**src/rtl/line_buf_pkg.sv**
```systemverilog
// line_buf_pkg: shared FSM state type and parameter derivation helpers
// for the sliding-window line-buffer controller.
package line_buf_pkg;

    typedef enum logic [2:0] {
        IDLE,
        WAIT_ROW,
        FILL,
        FILL_GAP,
        RUN,
        RUN_GAP,
        POST,
        POST_GAP
    } state_t;

    function automatic int clog2(input int v);
        int r;
        r = 1;
        for (int i = 1; i < 32; i++) begin
            if ((1 << i) < v) r = i + 1;
        end
        return r;
    endfunction

    function automatic int half_of(input int k);
        return (k - 1) / 2;
    endfunction

    function automatic int nbuf_of(input int k);
        return k + 1;
    endfunction

endpackage

```
**src/rtl/line_buf_pad_gen.sv**
```systemverilog
// line_buf_pad_gen: flags window rows above the image top or below the
// last counted row; the mask is captured at the start of each output row.
module line_buf_pad_gen
    import line_buf_pkg::*;
#(
    parameter int KSIZE = 5,
    parameter int RW    = 12
) (
    input  logic              clk,
    input  logic              rst_n,
    input  logic              clr,
    input  logic              load,
    input  logic [RW:0]       r,
    input  logic [RW-1:0]     rows,
    output logic [KSIZE-1:0]  pad_mask
);

    localparam int HALF = half_of(KSIZE);

    logic [KSIZE-1:0] mask_c;
    logic [RW+1:0]    row_i;

    // row_i is two's complement; its MSB marks rows above the image
    always_comb begin
        mask_c = '0;
        row_i  = '0;
        for (int i = 0; i < KSIZE; i++) begin
            row_i = {r[RW], r} + (RW+2)'(i) - (RW+2)'(HALF);
            mask_c[i] = row_i[RW+1] |
                        (row_i[RW:0] >= {1'b0, rows});
        end
    end

    always_ff @(posedge clk or negedge rst_n) begin
        if (!rst_n) begin
            pad_mask <= '0;
        end else if (clr) begin
            pad_mask <= '0;
        end else if (load) begin
            pad_mask <= mask_c;
        end
    end

endmodule

```
**src/rtl/line_buf_ctrl.sv**
```systemverilog
// line_buf_ctrl: rotates write enables over KSIZE+1 line memories, issues
// aligned reads, generates trailing rows and checks frame geometry.
module line_buf_ctrl
    import line_buf_pkg::*;
#(
    parameter int IMG_COL = 1920,
    parameter int IMG_ROW = 1080,
    parameter int KSIZE   = 5,
    parameter int HBLANK  = 280,
    parameter int AW      = 11,
    parameter int RW      = 12,
    localparam int NBUF   = nbuf_of(KSIZE),
    localparam int IW     = clog2(NBUF)
) (
    input  logic              clk,
    input  logic              rst_n,
    input  logic              en,
    input  logic              vref,
    input  logic              href,
    input  logic              de,
    output logic [NBUF-1:0]   wr_en,
    output logic [NBUF-1:0]   rd_en,
    output logic [AW-1:0]     mem_addr,
    output logic [IW-1:0]     win_base,
    output logic              out_de,
    output logic [RW-1:0]     out_row,
    output logic [KSIZE-1:0]  pad_mask,
    output logic              busy,
    output logic              frame_done,
    output logic              frame_err
);

    localparam int HALF = half_of(KSIZE);
    localparam int CW   = AW + 1;
    localparam int GW   = clog2(HBLANK + 1);

    state_t          state_q, state_d;
    logic            vref_q, href_q;
    logic [CW-1:0]   col_q, col_d, col_in;
    logic [GW-1:0]   gap_q, gap_d;
    logic [RW-1:0]   cur_k_q, cur_k_d;
    logic [RW-1:0]   row_cnt_q, row_cnt_d;
    logic [IW-1:0]   wr_idx_q, wr_idx_d, wr_inc;
    logic [AW-1:0]   addr_c;
    logic [RW:0]     r_d;
    logic            pix_wr, pix_rd, first_c, err_c, done_c;
    logic            next_row, post_start, next_post, abort;
    logic            vref_rise, vref_fall, href_rise;

    assign vref_rise = vref & ~vref_q;
    assign vref_fall = ~vref & vref_q;
    assign href_rise = href & ~href_q;
    assign wr_inc    = (wr_idx_q == IW'(NBUF-1)) ? '0 : wr_idx_q + 1'b1;
    assign r_d       = {1'b0, cur_k_d} - (RW+1)'(HALF + 1);

    always_comb begin
        state_d    = state_q;
        col_d      = col_q;
        gap_d      = gap_q;
        cur_k_d    = cur_k_q;
        row_cnt_d  = row_cnt_q;
        wr_idx_d   = wr_idx_q;
        col_in     = '0;
        addr_c     = mem_addr;
        pix_wr     = 1'b0;
        pix_rd     = 1'b0;
        first_c    = 1'b0;
        err_c      = 1'b0;
        done_c     = 1'b0;
        next_row   = 1'b0;
        post_start = 1'b0;
        next_post  = 1'b0;
        abort      = 1'b0;
        unique case (state_q)
            IDLE: begin
                col_d     = '0;
                gap_d     = '0;
                cur_k_d   = '0;
                row_cnt_d = '0;
                wr_idx_d  = '0;
                if (vref_rise) state_d = WAIT_ROW;
            end
            WAIT_ROW: begin
                if (vref_fall) begin
                    err_c   = 1'b1;
                    state_d = IDLE;
                end else if (href_rise) begin
                    state_d   = FILL;
                    cur_k_d   = '0;
                    row_cnt_d = RW'(1);
                    wr_idx_d  = '0;
                    col_d     = '0;
                end
            end
            FILL: begin
                if (vref_fall) begin
                    err_c   = 1'b1;
                    state_d = IDLE;
                end else if (!href) begin
                    state_d = FILL_GAP;
                end
            end
            FILL_GAP: begin
                if (vref_fall) begin
                    err_c   = 1'b1;
                    state_d = IDLE;
                end else if (href_rise) begin
                    next_row = 1'b1;
                    state_d  = (row_cnt_q == RW'(HALF + 1)) ? RUN : FILL;
                end
            end
            RUN: begin
                if (vref_fall) post_start = 1'b1;
                else if (!href) state_d = RUN_GAP;
            end
            RUN_GAP: begin
                if (vref_fall) post_start = 1'b1;
                else if (href_rise) begin
                    next_row = 1'b1;
                    state_d  = RUN;
                end
            end
            POST: begin
                if (vref_rise) begin
                    abort = 1'b1;
                end else begin
                    pix_rd  = 1'b1;
                    addr_c  = col_q[AW-1:0];
                    first_c = (col_q == '0);
                    col_d   = col_q + 1'b1;
                    if (col_q == CW'(IMG_COL - 1)) begin
                        state_d = POST_GAP;
                        gap_d   = '0;
                    end
                end
            end
            POST_GAP: begin
                if (vref_rise) begin
                    abort = 1'b1;
                end else if (gap_q == GW'(HBLANK - 1)) begin
                    if (cur_k_q == row_cnt_q + RW'(HALF)) begin
                        done_c  = 1'b1;
                        state_d = IDLE;
                    end else begin
                        next_post = 1'b1;
                    end
                end else begin
                    gap_d = gap_q + 1'b1;
                end
            end
            default: state_d = IDLE;
        endcase

        if (next_row) begin
            cur_k_d   = row_cnt_q;
            row_cnt_d = row_cnt_q + 1'b1;
            wr_idx_d  = wr_inc;
            col_d     = '0;
        end
        // the row-count check happens once, when the input frame ends
        if (post_start) begin
            err_c     = (row_cnt_q != RW'(IMG_ROW));
            next_post = 1'b1;
        end
        if (next_post) begin
            state_d  = POST;
            cur_k_d  = cur_k_q + 1'b1;
            wr_idx_d = wr_inc;
            col_d    = '0;
        end
        if (abort) begin
            err_c     = 1'b1;
            state_d   = WAIT_ROW;
            col_d     = '0;
            gap_d     = '0;
            cur_k_d   = '0;
            row_cnt_d = '0;
            wr_idx_d  = '0;
        end

        if (href && de && (state_d == FILL || state_d == RUN)) begin
            col_in = href_rise ? '0 : col_q;
            if (col_in < CW'(IMG_COL)) begin
                pix_wr  = 1'b1;
                pix_rd  = (state_d == RUN);
                addr_c  = col_in[AW-1:0];
                first_c = (col_in == '0);
                col_d   = col_in + 1'b1;
            end else begin
                addr_c = AW'(IMG_COL - 1);
                if (col_in == CW'(IMG_COL)) begin
                    err_c = 1'b1;
                    col_d = col_in + 1'b1;
                end
            end
        end

        if (!en) begin
            state_d   = IDLE;
            col_d     = '0;
            gap_d     = '0;
            cur_k_d   = '0;
            row_cnt_d = '0;
            wr_idx_d  = '0;
            addr_c    = '0;
            pix_wr    = 1'b0;
            pix_rd    = 1'b0;
            err_c     = 1'b0;
            done_c    = 1'b0;
        end
    end

    always_ff @(posedge clk or negedge rst_n) begin
        if (!rst_n) begin
            state_q    <= IDLE;
            vref_q     <= 1'b0;
            href_q     <= 1'b0;
            col_q      <= '0;
            gap_q      <= '0;
            cur_k_q    <= '0;
            row_cnt_q  <= '0;
            wr_idx_q   <= '0;
            wr_en      <= '0;
            rd_en      <= '0;
            mem_addr   <= '0;
            win_base   <= '0;
            out_de     <= 1'b0;
            out_row    <= '0;
            busy       <= 1'b0;
            frame_done <= 1'b0;
            frame_err  <= 1'b0;
        end else begin
            state_q    <= state_d;
            vref_q     <= vref;
            href_q     <= href;
            col_q      <= col_d;
            gap_q      <= gap_d;
            cur_k_q    <= cur_k_d;
            row_cnt_q  <= row_cnt_d;
            wr_idx_q   <= wr_idx_d;
            wr_en      <= pix_wr ? (NBUF'(1) << wr_idx_d) : '0;
            rd_en      <= pix_rd ? ~(NBUF'(1) << wr_idx_d) : '0;
            mem_addr   <= addr_c;
            out_de     <= pix_rd;
            busy       <= en && (state_d != IDLE);
            frame_done <= done_c;
            frame_err  <= err_c;
            if (!en) begin
                out_row  <= '0;
                win_base <= '0;
            end else if (pix_rd && first_c) begin
                out_row  <= r_d[RW-1:0];
                win_base <= (wr_idx_d == IW'(NBUF-1)) ? '0 : wr_idx_d + 1'b1;
            end
        end
    end

    line_buf_pad_gen #(
        .KSIZE (KSIZE),
        .RW    (RW)
    ) u_pad (
        .clk      (clk),
        .rst_n    (rst_n),
        .clr      (!en),
        .load     (pix_rd && first_c),
        .r        (r_d),
        .rows     (row_cnt_d),
        .pad_mask (pad_mask)
    );

endmodule

```
**config.mk**
```make
export PLATFORM = sky130hd
export DESIGN_NAME = line_buf_ctrl
export DESIGN_NICKNAME = d
export VERILOG_FILES = /design/src/rtl/line_buf_pkg.sv /design/src/rtl/line_buf_pad_gen.sv /design/src/rtl/line_buf_ctrl.sv
export SDC_FILE = /design/constraint.sdc
export NUM_CORES = 1
export LEC_CHECK = 0
export CORE_AREA = 2 2 155 157
export DETAILED_ROUTE_END_ITERATION = 7
export DIE_AREA = 0 0 157 159
export PLACE_DENSITY = 0.84
export SYNTH_ARGS = -nofsm -noshare
export SYNTH_HDL_FRONTEND = slang
export SYNTH_HIERARCHICAL = 1
export SYNTH_SLANG_ARGS = --single-unit
```
**constraint.sdc**
```tcl
create_clock -name clk -period 6.7 [get_ports clk]
set_input_delay 1.34 -clock clk [delete_from_list [all_inputs] [get_ports clk]]
set_output_delay 1.34 -clock clk [all_outputs]
set_load 0.05 [all_outputs]
```
**Yosys cells after proc, flatten, opt, wreduce, memory -nomap -nowiden**

Index checks and enable logic that the tools add are counted.

- Flip-flop bits (word level): 181
- Input port bits: 6
- Output and inout bits: 76

- $add $sub $neg: 18
- Order comparisons: 6
- Equal/unequal tests: 25
- Shift operators: 1
- Mux-type cells: 110
- Bitwise logic cells: 12
- Reductions and logical operators: 15

Operators by type and width:

| kind | number |
|---|---|
| $mux W32 | 16 |
| $mux W12 | 23 |
| $add A32 B1 Y32 const B | 3 |
| $pmux W32 S3 | 1 |
| $ge A13 B12 Y1 | 5 |
| $eq A32 B3 Y1 const B | 2 |
| $pmux W32 S2 | 1 |
| $mux W3 | 20 |
| $sub A14 B2 Y14 const B | 4 |
| $mux W11 | 5 |
| $add A12 B1 Y12 const B | 4 |
| $pmux W12 S2 | 2 |
| $mux W1 | 36 |
| $pmux W12 S3 | 1 |
| $eq A32 B9 Y1 const B | 1 |
| $shl A1 B32 Y6 const A | 1 |
| $add A13 B3 Y14 const B | 2 |
| $eq A12 B11 Y1 const B | 2 |
| $logic_not A12 Y1 | 2 |
| $pmux W3 S8 | 1 |
| $ne A4 B4 Y1 const B | 4 |
| $eq A3 B3 Y1 const B | 5 |
| $add A13 B2 Y14 const B | 1 |
| $add A13 B4 Y14 const B | 1 |
| other kinds (27) | 44 |

**Logic depth before layout (Yosys ltp)**

Gate-level depths: netlist of the first run.

- Depth after elaboration: 17
- Gate-level depth with buffers: 29

**By module**

The synthesis of the first run kept the hierarchy.

Modules (own cells, without submodules):

| module | instances | cells each | area each (sq um) |
|---|---|---|---|
| line_buf_ctrl | 1 | 1394 | 11461.0 |
| line_buf_pad_gen | 1 | 286 | 2275.9 |

**Least setup slack after synthesis of the first run**

Ideal clock, no wire load.

- Path type: in2reg
- From: in vref
- To: reg u_pad.pad_mask[1]
- Arrival: 6043 ps
- Required time: 6562 ps
- Slack: 520 ps
- Stages on the path: 25
- Cells stage by stage: nor2b_1 > clkbuf_1 > nor4_1 > o41a_1 > buf_6 > nor2_1 > buf_1 > nand2_1 > o21ai_0 > nand2_1 > inv_1 > ha_1 > nor3_1 > nor3b_1 > xor2_1 > buf_4 > nor4_4 > nand3_1 > xnor2_1 > ha_1 > o21ai_0 > nor2_1 > or3_1 > a221oi_1 > o211ai_1

- Longest elaborated chain between the ends: 15

Ends and longest elaborated chain:

| element | line | text |
|---|---|---|
| from (decl) | line_buf_ctrl.sv:18 | `input logic vref,` |
| $not A1 Y1 | line_buf_ctrl.sv:51 | `assign vref_fall = ~vref & vref_q;` |
| $and A1 B1 Y1 | line_buf_ctrl.sv:51 |  |
| $mux W12 (tied with other cells) | line_buf_ctrl.sv:84 | `if (vref_fall) begin` |
| $pmux W12 S2 / $mux W1 (equally long branches) | -- |  |
| $mux W12 / $mux W1 (equally long branches) | line_buf_ctrl.sv:154, line_buf_ctrl.sv:161 |  |
| $mux W12 | line_buf_ctrl.sv:165 | `if (next_post) begin` |
| $mux W12 (*) | line_buf_ctrl.sv:171 | `if (abort) begin` |
| $mux W12 (*) | line_buf_ctrl.sv:198 | `if (!en) begin` |
| $sub A12 B2 Y13 (*) | line_buf_ctrl.sv:54 | `assign r_d = {1'b0, cur_k_d} - (RW+1)'(HALF + 1);` |
| named net r_d[0] | line_buf_ctrl.sv:45 | `logic [RW:0] r_d;` |
| $add A13 B2 Y14 (*) | line_buf_pad_gen.sv:28 | `row_i = {r[RW], r} + (RW+2)'(i) - (RW+2)'(HALF);` |
| $sub A14 B2 Y14 (*) | line_buf_pad_gen.sv:28 |  |
| $ge A13 B12 Y1 | line_buf_pad_gen.sv:30 | `(row_i[RW:0] >= {1'b0, rows});` |
| $or A1 B1 Y1 (*) | line_buf_pad_gen.sv:29 | `mask_c[i] = row_i[RW+1] \|` |
| $mux W5 (*) | line_buf_pad_gen.sv:39 | `end else if (load) begin` |
| $mux W5 (*) | line_buf_pad_gen.sv:37 | `end else if (clr) begin` |
| to (signal assigned) | line_buf_pad_gen.sv:40 | `pad_mask <= mask_c;` |
| to (decl) | line_buf_pad_gen.sv:15 | `output logic [KSIZE-1:0] pad_mask` |

Mark *: on every way through the listed nets, which the timed path passes. The rest lies on a longest branch. The select of a mux whose other input is x is not followed.
A chain may end at the register's enable or synchronous reset.

**Worst setup path in the final report of the first run**

- From: reg row_cnt_q[4]
- To: reg u_pad.pad_mask[3]

- Longest elaborated chain between the ends: 17

Ends and longest elaborated chain:

| element | line | text |
|---|---|---|
| from (decl) | line_buf_ctrl.sv:42 | `logic [RW-1:0] row_cnt_q, row_cnt_d;` |
| from (signal assigned) | line_buf_ctrl.sv:239 | `row_cnt_q <= row_cnt_d;` |
| $add A12 B2 Y12 (*) | line_buf_ctrl.sv:141 | `if (cur_k_q == row_cnt_q + RW'(HALF)) begin` |
| $eq A12 B12 Y1 (*) | line_buf_ctrl.sv:141 |  |
| $mux W1 (*) | line_buf_ctrl.sv:141 |  |
| $mux W1 (*) | line_buf_ctrl.sv:140 | `end else if (gap_q == GW'(HBLANK - 1)) begin` |
| $mux W1 (*) | line_buf_ctrl.sv:138 | `if (vref_rise) begin` |
| $mux W1 (*) | line_buf_ctrl.sv:74 | `unique case (state_q)` |
| $mux W1 (*) | line_buf_ctrl.sv:161 | `if (post_start) begin` |
| $mux W12 (*) | line_buf_ctrl.sv:165 |  |
| (+2 left out) | -- |  |
| $sub A12 B2 Y13 (*) | line_buf_ctrl.sv:54 |  |
| named net r_d[0] | line_buf_ctrl.sv:45 |  |
| $add A13 B3 Y14 (*) | line_buf_pad_gen.sv:28 |  |
| $sub A14 B2 Y14 (*) | line_buf_pad_gen.sv:28 |  |
| $ge A13 B12 Y1 | line_buf_pad_gen.sv:30 |  |
| $or A1 B1 Y1 (*) | line_buf_pad_gen.sv:29 |  |
| $mux W5 (*) | line_buf_pad_gen.sv:39 |  |
| $mux W5 (*) | line_buf_pad_gen.sv:37 |  |

Marks and branches as above.

==> results.py, run 1 <==
metrics = {
    "status": {
        "outcome": "complete, no violations",
    },
    "logic_synthesis": {
        "yosysSeqAreaShare": 0.3297,
        "synth-edff-count": 0,
        "synth_top_area_frac": 0.3297,
        "ys.flop_type": "dfrtp_1",
        "synth.avg_cell_area_sq_um": 8.177,
        "netlist_area_sq_um": 13740,
        "syn-num-nets": 1760,
        "yosys.cell_types.count": 94,
        "synth_seq_cells": 181,
        "ys.warnings.count": 6,
        "yosys.area.top_type": "dfrtp_1",
        "synth_common_cells": "nand2_1 (182), dfrtp_1 (181), nor2_1 (174)",
        "yosysMostFrequentCell": "nand2_1",
        "ys_top_cells_by_area": "dfrtp_1 (33%), ha_1 (6.7%), nand2_1 (5.0%), nor2_1 (4.8%), xnor2_1 (4.3%)",
        "syn_inst": 1680,
        "synth-async-reset-ratio": 1.000,
    },
    "global_route": {
        "grt_pass1_vias": 12590,
        "grt_max_degree": 128,
        "grt_pass1_wl_mm": 65.48,
        "grt.total_usage": 0.3262,
        "antenna_found_initial": 0,
        "grt_overflow": 0,
    },
    "sta": {
        "layout_min_cycle_time_ns": 6.149,
        "worst_slew_pin_slew_ns": 1.117,
        "setup_viol": 0,
        "slew_headroom": 0.2456,
        "fin_worst_skew_ns": 0.01541,
        "tns_ns": 0,
        "fmax_ghz": 0.1626,
        "finalCritPeriodShare": 0.9178,
        "slew_violations": 0,
        "hold_viol": 0,
        "rsz0062_at_grt": "no",
    },
    "critical_path": {
        "worst-path-buf-inv": 2,
        "r2r_cells": 23,
        "critPathLaunch": "row_cnt_q[4]",
        "worstReg2RegEnd": "u_pad/pad_mask[3]",
        "cp_common_cell": "nand2_1",
        "endpoint": "u_pad/pad_mask[3]",
        "cpPeakStageDelay_ns": 0.71,
        "endpoint_kind": "flip-flop",
        "cp.depth": 23,
        "crit_slowest_cell": "dfrtp_1",
        "cp_top_family": "simple AND/OR/NAND/NOR gates",
        "r2r_slack_ns": 0.55,
        "crit_chain": "and4_4, nand2_1, o21ai_1, nand2_1, o41a_1, nor2_1, o21ai_0, nand2_1, inv_1, ha_1, nor3_1, nor3b_2, xor2_1, buf_4, nand4_2, or2_1, nor2_1, xor2_1, ha_1, a211oi_1, nand3_1, o21ai_0, a311oi_1",
        "worstSetupPathType": "flip-flop to flip-flop",
        "cp.arrival_ns": 6.46,
        "startpoint_type": "flip-flop",
        "r2r_start": "row_cnt_q[4]",
        "cp.required_ns": 7.01,
        "worstPathMaxFanout": 12,
    },
    "clock_network": {
        "cts_buffers": 17,
        "path_clk_slew_ns": 0.07,
        "cts_max_level": 4,
        "clock_path_buffers": 2,
        "cts.sinks": 181,
        "cts_setup_buffers": 0,
        "root_buffer": "clkbuf_16",
        "cts_hold_buffers": 0,
        "worstSkewPairLatency_ns": 0.45,
        "tritoncts": "done",
    },
    "floorplan": {
        "ios": 82,
        "die_area_sq_um": 24960,
        "die_h_um": 159,
        "die_w_um": 157,
        "rows": 56,
        "fp.coreArea_sq_um": 23190,
        "start_util": 0.5923,
    },
    "power_and_ir_drop": {
        "p_sw_mw": 0.6049,
        "seqPwrFrac": 0.494,
        "ir_worst_vdd_v": 0.0001475,
        "p_total_mw": 2.224,
        "p_leak_nw": 6.287,
        "powerDensity_nw_per_um2": 143.6,
        "pwr-share-comb": 0.050,
        "pwr-share-clk": 0.456,
        "swShare": 0.2720,
        "p_int_mw": 1.619,
    },
    "drt": {
        "routed_wirelength_mm": 40.26,
        "vias_per_cell": 6.440,
        "route.antenna.remaining_nets": 0,
        "vias": 13270,
        "drc_errors": 0,
        "detailedRoute.firstIterationViolations": 1445,
        "wl_per_cell_um": 19.53,
        "dr.pass1.iters": 6,
    },
    "final_layout": {
        "final_nets": 1809,
        "diodes": 0,
        "multiInputGateArea_sq_um": 8586,
        "seq_area_sq_um": 4531,
        "layout-drive-gt1-share": 0.08037,
        "fill_cells": 1879,
        "final_area_sq_um": 15480,
        "synthToLayoutAreaGrowth_pct": 12.72,
    },
    "placement": {
        "gp_congestion": 0.9679,
        "dpl.hpwl_mm": 29.21,
        "place_area_sq_um": 14880,
        "portBuffers": 81,
    },
    "run": {
        "max_cap_violations": 0,
    },
    "min_path": {
        "hp-class": "flip-flop to flip-flop",
    },
}
## area by class of cell
| type | instances | area share |
|---|---|---|
| clock buffers | 17 | 0.02747 |
| clock inverters | 15 | 0.009939 |
| inverters | 57 | 0.01382 |
| multi-input cells | 1343 | 0.5545 |
| flip-flops and latches | 181 | 0.2926 |
| well taps | 319 | 0.02578 |
| repair buffers | 129 | 0.07588 |
## placed cells by master, fill, tap and decap left out, types with 16 or more instances in the layout
| master | n |
|---|---|
| nand2_1 | 182 |
| dfrtp_1 | 180 |
| nor2_1 | 174 |
| o21ai_0 | 117 |
| nand3_1 | 86 |
| a21oi_1 | 81 |
| clkdlybuf4s50_1 | 80 |
| ha_1 | 74 |
| xnor2_1 | 67 |
| xor2_1 | 66 |
| inv_1 | 57 |
| nor3_1 | 48 |
| buf_4 | 48 |
| and3_1 | 41 |
| nand4_1 | 33 |
| nor4_1 | 27 |
| a31oi_1 | 21 |
| clkbuf_16 | 17 |
| or3_1 | 16 |
| o31ai_1 | 16 |
## stage by stage
| stage | hold slack (ns) | utilization | std cells | setup WS, ns |
|---|---|---|---|---|
| after floorplan | 0.4836 | - | 1680 | 0.5196 |
| after global placement | 0.4623 | 0.6416 | 2029 | 0.3434 |
| after detailed placement | 0.4692 | 0.6416 | 2029 | 0.1938 |
| after CTS | 0.4853 | 0.6666 | 2061 | 0.4274 |
| after global routing | 0.5198 | 0.6676 | 2061 | 0.04510 |
| final | 0.4801 | 0.6676 | 2061 | 0.5508 |
## worst min path at each step
stage	start	end	slack, ns	cells past startpoint
after floorplan	gap_q[15]	gap_q[15]	0.48	1
after global placement	win_base[17]	win_base[17]	0.46	2
after detailed placement	win_base[17]	win_base[17]	0.47	2
after CTS	win_base[17]	win_base[17]	0.49	2
after global routing	win_base[0]	win_base[0]	0.52	2
final	win_base[17]	win_base[17]	0.48	2
## worst reg2reg max path, delay by kind of cell (launching register included)
kind,cells,cell delay (ns)
fa+ha+maj,2,0.48
buf+inv,2,0.32
xor+xnor,2,0.50
flops,1,0.71
simple gates,11,2.53
compound gates,6,1.47
## power groups by stage
stage	sequential (mW)	combinational, mW	clock [mW]
5_1_grt	1.10	0.122	1.07
6_report	1.10	0.111	1.01
2_1_floorplan	1.12	0.0497	0
3_5_place_dp	1.12	0.111	0
3_3_place_gp	1.12	0.109	0
4_1_cts	1.10	0.111	1.03
## logic make-up after synthesis
| logic type | count (synthesis) | synth area share |
|---|---|---|
| xor gates and xnor gates | 135 | 0.08717 |
| and+or+nand+nor | 720 | 0.2683 |
| AOI/OAI and AO/OA | 398 | 0.1871 |
| DFF | 181 | 0.3297 |
| buffers and inverters | 156 | 0.04827 |
| muxes | 15 | 0.01129 |
| adders and majority gates | 75 | 0.06813 |
## routing by layer
metal,up-vias,global-route usage,wire length (um)
met5,-,0,0
met4,0,0.1460,1560
met3,118,0.04818,3169
met2,671,0.5221,18930
met1,6317,0.4382,16600
li1,6167,-,-
## sequential cells by signal, indices dropped and copies added, names as in the netlist
signal and cells:
href_q 1, u_pad/pad_mask 5, state_q 3, vref_q 1, out_row 12, mem_addr 11, col_q 12, wr_en 6
row_cnt_q 12, win_base 32, frame_done 1, cur_k_q 12, busy 1, frame_err 1, out_de 1, wr_idx_q 32
gap_q 32, rd_en 6
## timing repair
| item | CTS | global route |
|---|---|---|
| setup endpoints to repair | 0 | 3 |
| endpoints found under the hold margin | 0 | 0 |
| gates resized for setup | 0 | 4 |
Power figures use the tool's default switching activity.
==> run 2: changes to the inputs <==
--- a/config.mk
+++ b/config.mk
@@ -8,7 +8,7 @@
 export CORE_AREA = 2 2 155 157
 export DETAILED_ROUTE_END_ITERATION = 7
 export DIE_AREA = 0 0 157 159
-export PLACE_DENSITY = 0.84
+export PLACE_DENSITY = 0.79
 export SYNTH_ARGS = -nofsm -noshare
 export SYNTH_HDL_FRONTEND = slang
 export SYNTH_HIERARCHICAL = 1
==> results.py, run 2 (synthesized netlist as in run 1, its figures left out) <==
metrics = {
    "power_and_ir_drop": {
        "pwr-share-clk": 0.460,
        "p_sw_mw": 0.6107,
        "seqPwrFrac": 0.489,
        "pwr-share-comb": 0.050,
        "swShare": 0.2724,
        "p_int_mw": 1.631,
        "p_leak_nw": 6.323,
        "ir_worst_vdd_v": 0.0001642,
        "powerDensity_nw_per_um2": 144.2,
    },
    "sta": {
        "timing.hold.ws_ns": 0.4773,
        "finalCritPeriodShare": 0.9146,
        "tns_ns": 0,
        "hold_viol": 0,
        "slew_violations": 0,
        "worst_slew_pin_slew_ns": 1.171,
        "fin_worst_skew_ns": 0.01886,
        "layout_min_cycle_time_ns": 6.128,
        "rsz0062_at_grt": "no",
        "setup_viol": 0,
        "fmax_ghz": 0.1632,
        "slew_headroom": 0.2157,
    },
    "clock_network": {
        "worstSkewPairLatency_ns": 0.45,
        "clock_path_buffers": 2,
        "cts_max_level": 4,
        "cts.sinks": 181,
        "cts_hold_buffers": 0,
        "root_buffer": "clkbuf_16",
        "tritoncts": "done",
        "cts_buffers": 17,
        "path_clk_slew_ns": 0.08,
    },
    "floorplan": {
        "start_util": 0.5923,
        "fp.coreArea_sq_um": 23190,
        "rows": 56,
        "die_w_um": 157,
        "die_h_um": 159,
        "die_area_sq_um": 24960,
        "ios": 82,
    },
    "run": {
        "max_cap_violations": 0,
    },
    "placement": {
        "portBuffers": 81,
        "gp_congestion": 0.9467,
        "dpl.hpwl_mm": 29.07,
        "place_area_sq_um": 14940,
    },
    "critical_path": {
        "endpoint_kind": "flip-flop",
        "startpoint_type": "primary input",
        "r2r_cells": 23,
        "endpoint": "u_pad/pad_mask[3]",
        "cp.arrival_ns": 6.44,
        "worst-path-buf-inv": 3,
        "worstPathMaxFanout": 9,
        "crit_chain": "clkdlybuf4s50_1, nor2b_1, nor4_1, o41a_1, nor2_1, nand2_1, o21ai_0, nand2_1, inv_1, ha_1, nor3_1, nor3b_2, xor2_1, buf_4, nand4_2, or2_1, nor2_1, xor2_1, ha_1, a211oi_1, nand3_1, o21ai_0, a311oi_1",
        "cp.required_ns": 7.01,
        "worstReg2RegEnd": "u_pad/pad_mask[3]",
        "cpPeakStageDelay_ns": 0.52,
        "r2r_slack_ns": 0.61,
        "worstSetupPathType": "primary input to flip-flop",
        "critPathLaunch": "vref",
        "cp_top_family": "simple AND/OR/NAND/NOR gates",
        "crit_slowest_cell": "clkdlybuf4s50_1",
        "cp.depth": 23,
        "r2r_start": "row_cnt_q[4]",
    },
    "global_route": {
        "grt_pass1_wl_mm": 66.26,
        "antenna_found_initial": 0,
        "grt.total_usage": 0.3275,
        "grt_max_degree": 127,
        "grt_pass1_vias": 12730,
        "grt_overflow": 0,
    },
    "drt": {
        "route.antenna.remaining_nets": 0,
        "vias": 13250,
        "dr.pass1.iters": 7,
        "wl_per_cell_um": 19.67,
        "vias_per_cell": 6.409,
        "routed_wirelength_mm": 40.67,
        "drc_errors": 0,
        "detailedRoute.firstIterationViolations": 1356,
    },
    "status": {
        "outcome": "complete, no violations",
    },
    "final_layout": {
        "mostFrequentLayoutCells": "nand2_1 (182), dfrtp_1 (180), nor2_1 (174)",
        "final_common_cell": "nand2_1",
        "final_nets": 1815,
        "reg_top3": "gap_q x32, win_base x32, wr_idx_q x32",
        "final_area_sq_um": 15550,
        "synthToLayoutAreaGrowth_pct": 13.17,
        "diodes": 0,
        "layout-drive-gt1-share": 0.08352,
    },
    "min_path": {
        "hp-class": "flip-flop to flip-flop",
    },
}
-- run 2: cell types whose count changed in the layout (fill, tap and decap cells not counted), sizes merged --
cell      change
buf           +6
clkbuf        +1
clkinv        -1
clkinvlp      +1
inv           -1
-- run 2: area by class of cell --
type                    count  area (sq um)
clock inverters            14         155.1
flip-flops and latches    181          4531
clock buffers              18         439.2
well taps                 319         399.1
fillers                  1933          7646
inverters                  57         214.0
multi-input cells        1343          8576
repair buffers            135          1232
-- run 2: power by group through the flow --
stage | combinational (mW) | sequential (mW) | clock [mW]
finish | 0.113 | 1.10 | 1.03
global route | 0.124 | 1.10 | 1.08
CTS | 0.113 | 1.10 | 1.04
detailed placement | 0.112 | 1.12 | 0
global placement | 0.110 | 1.12 | 0
floorplan | 0.0497 | 1.12 | 0
-- run 2: what timing repair did --
item	4_1_cts	5_1_grt
endpoints found under the setup margin	0	4
resized for setup	0	3
buffers inserted	0	0
-- run 2: tightest hold or removal path, cell delays in order, from the launching register on --
cell     delay, ns
dfrtp_1       0.34
nand2_1       0.04
o21ai_0       0.06
-- run 2: stage by stage --
stage | util | power (mW) | worst slack, ns | cells
floorplan | - | 1.172 | 0.5196 | 1680
global placement | 0.6441 | 1.229 | 0.3538 | 2035
detailed placement | 0.6441 | 1.231 | 0.09229 | 2035
CTS | 0.6697 | 2.250 | 0.4429 | 2067
global route | 0.6703 | 2.305 | 0.07019 | 2067
finish | 0.6703 | 2.242 | 0.5723 | 2067
-- run 2: worst min path at each step --
stage	cells after the start	endpoint	startpoint	slack (ns)
final	2	win_base[17]	win_base[17]	0.48
after global routing	2	win_base[18]	win_base[18]	0.51
after CTS	2	win_base[17]	win_base[17]	0.49
after detailed placement	2	win_base[17]	win_base[17]	0.47
after global placement	2	win_base[16]	win_base[16]	0.46
after floorplan	1	gap_q[15]	gap_q[15]	0.48
-- run 2: per-layer routing --
layer  GRT usage  up-vias  share of wire
li1            -     6184              -
met1      0.4408     6325           0.42
met2      0.5311      623           0.47
met3     0.04763      116          0.071
met4      0.1309        0          0.036
met5           0        -              0
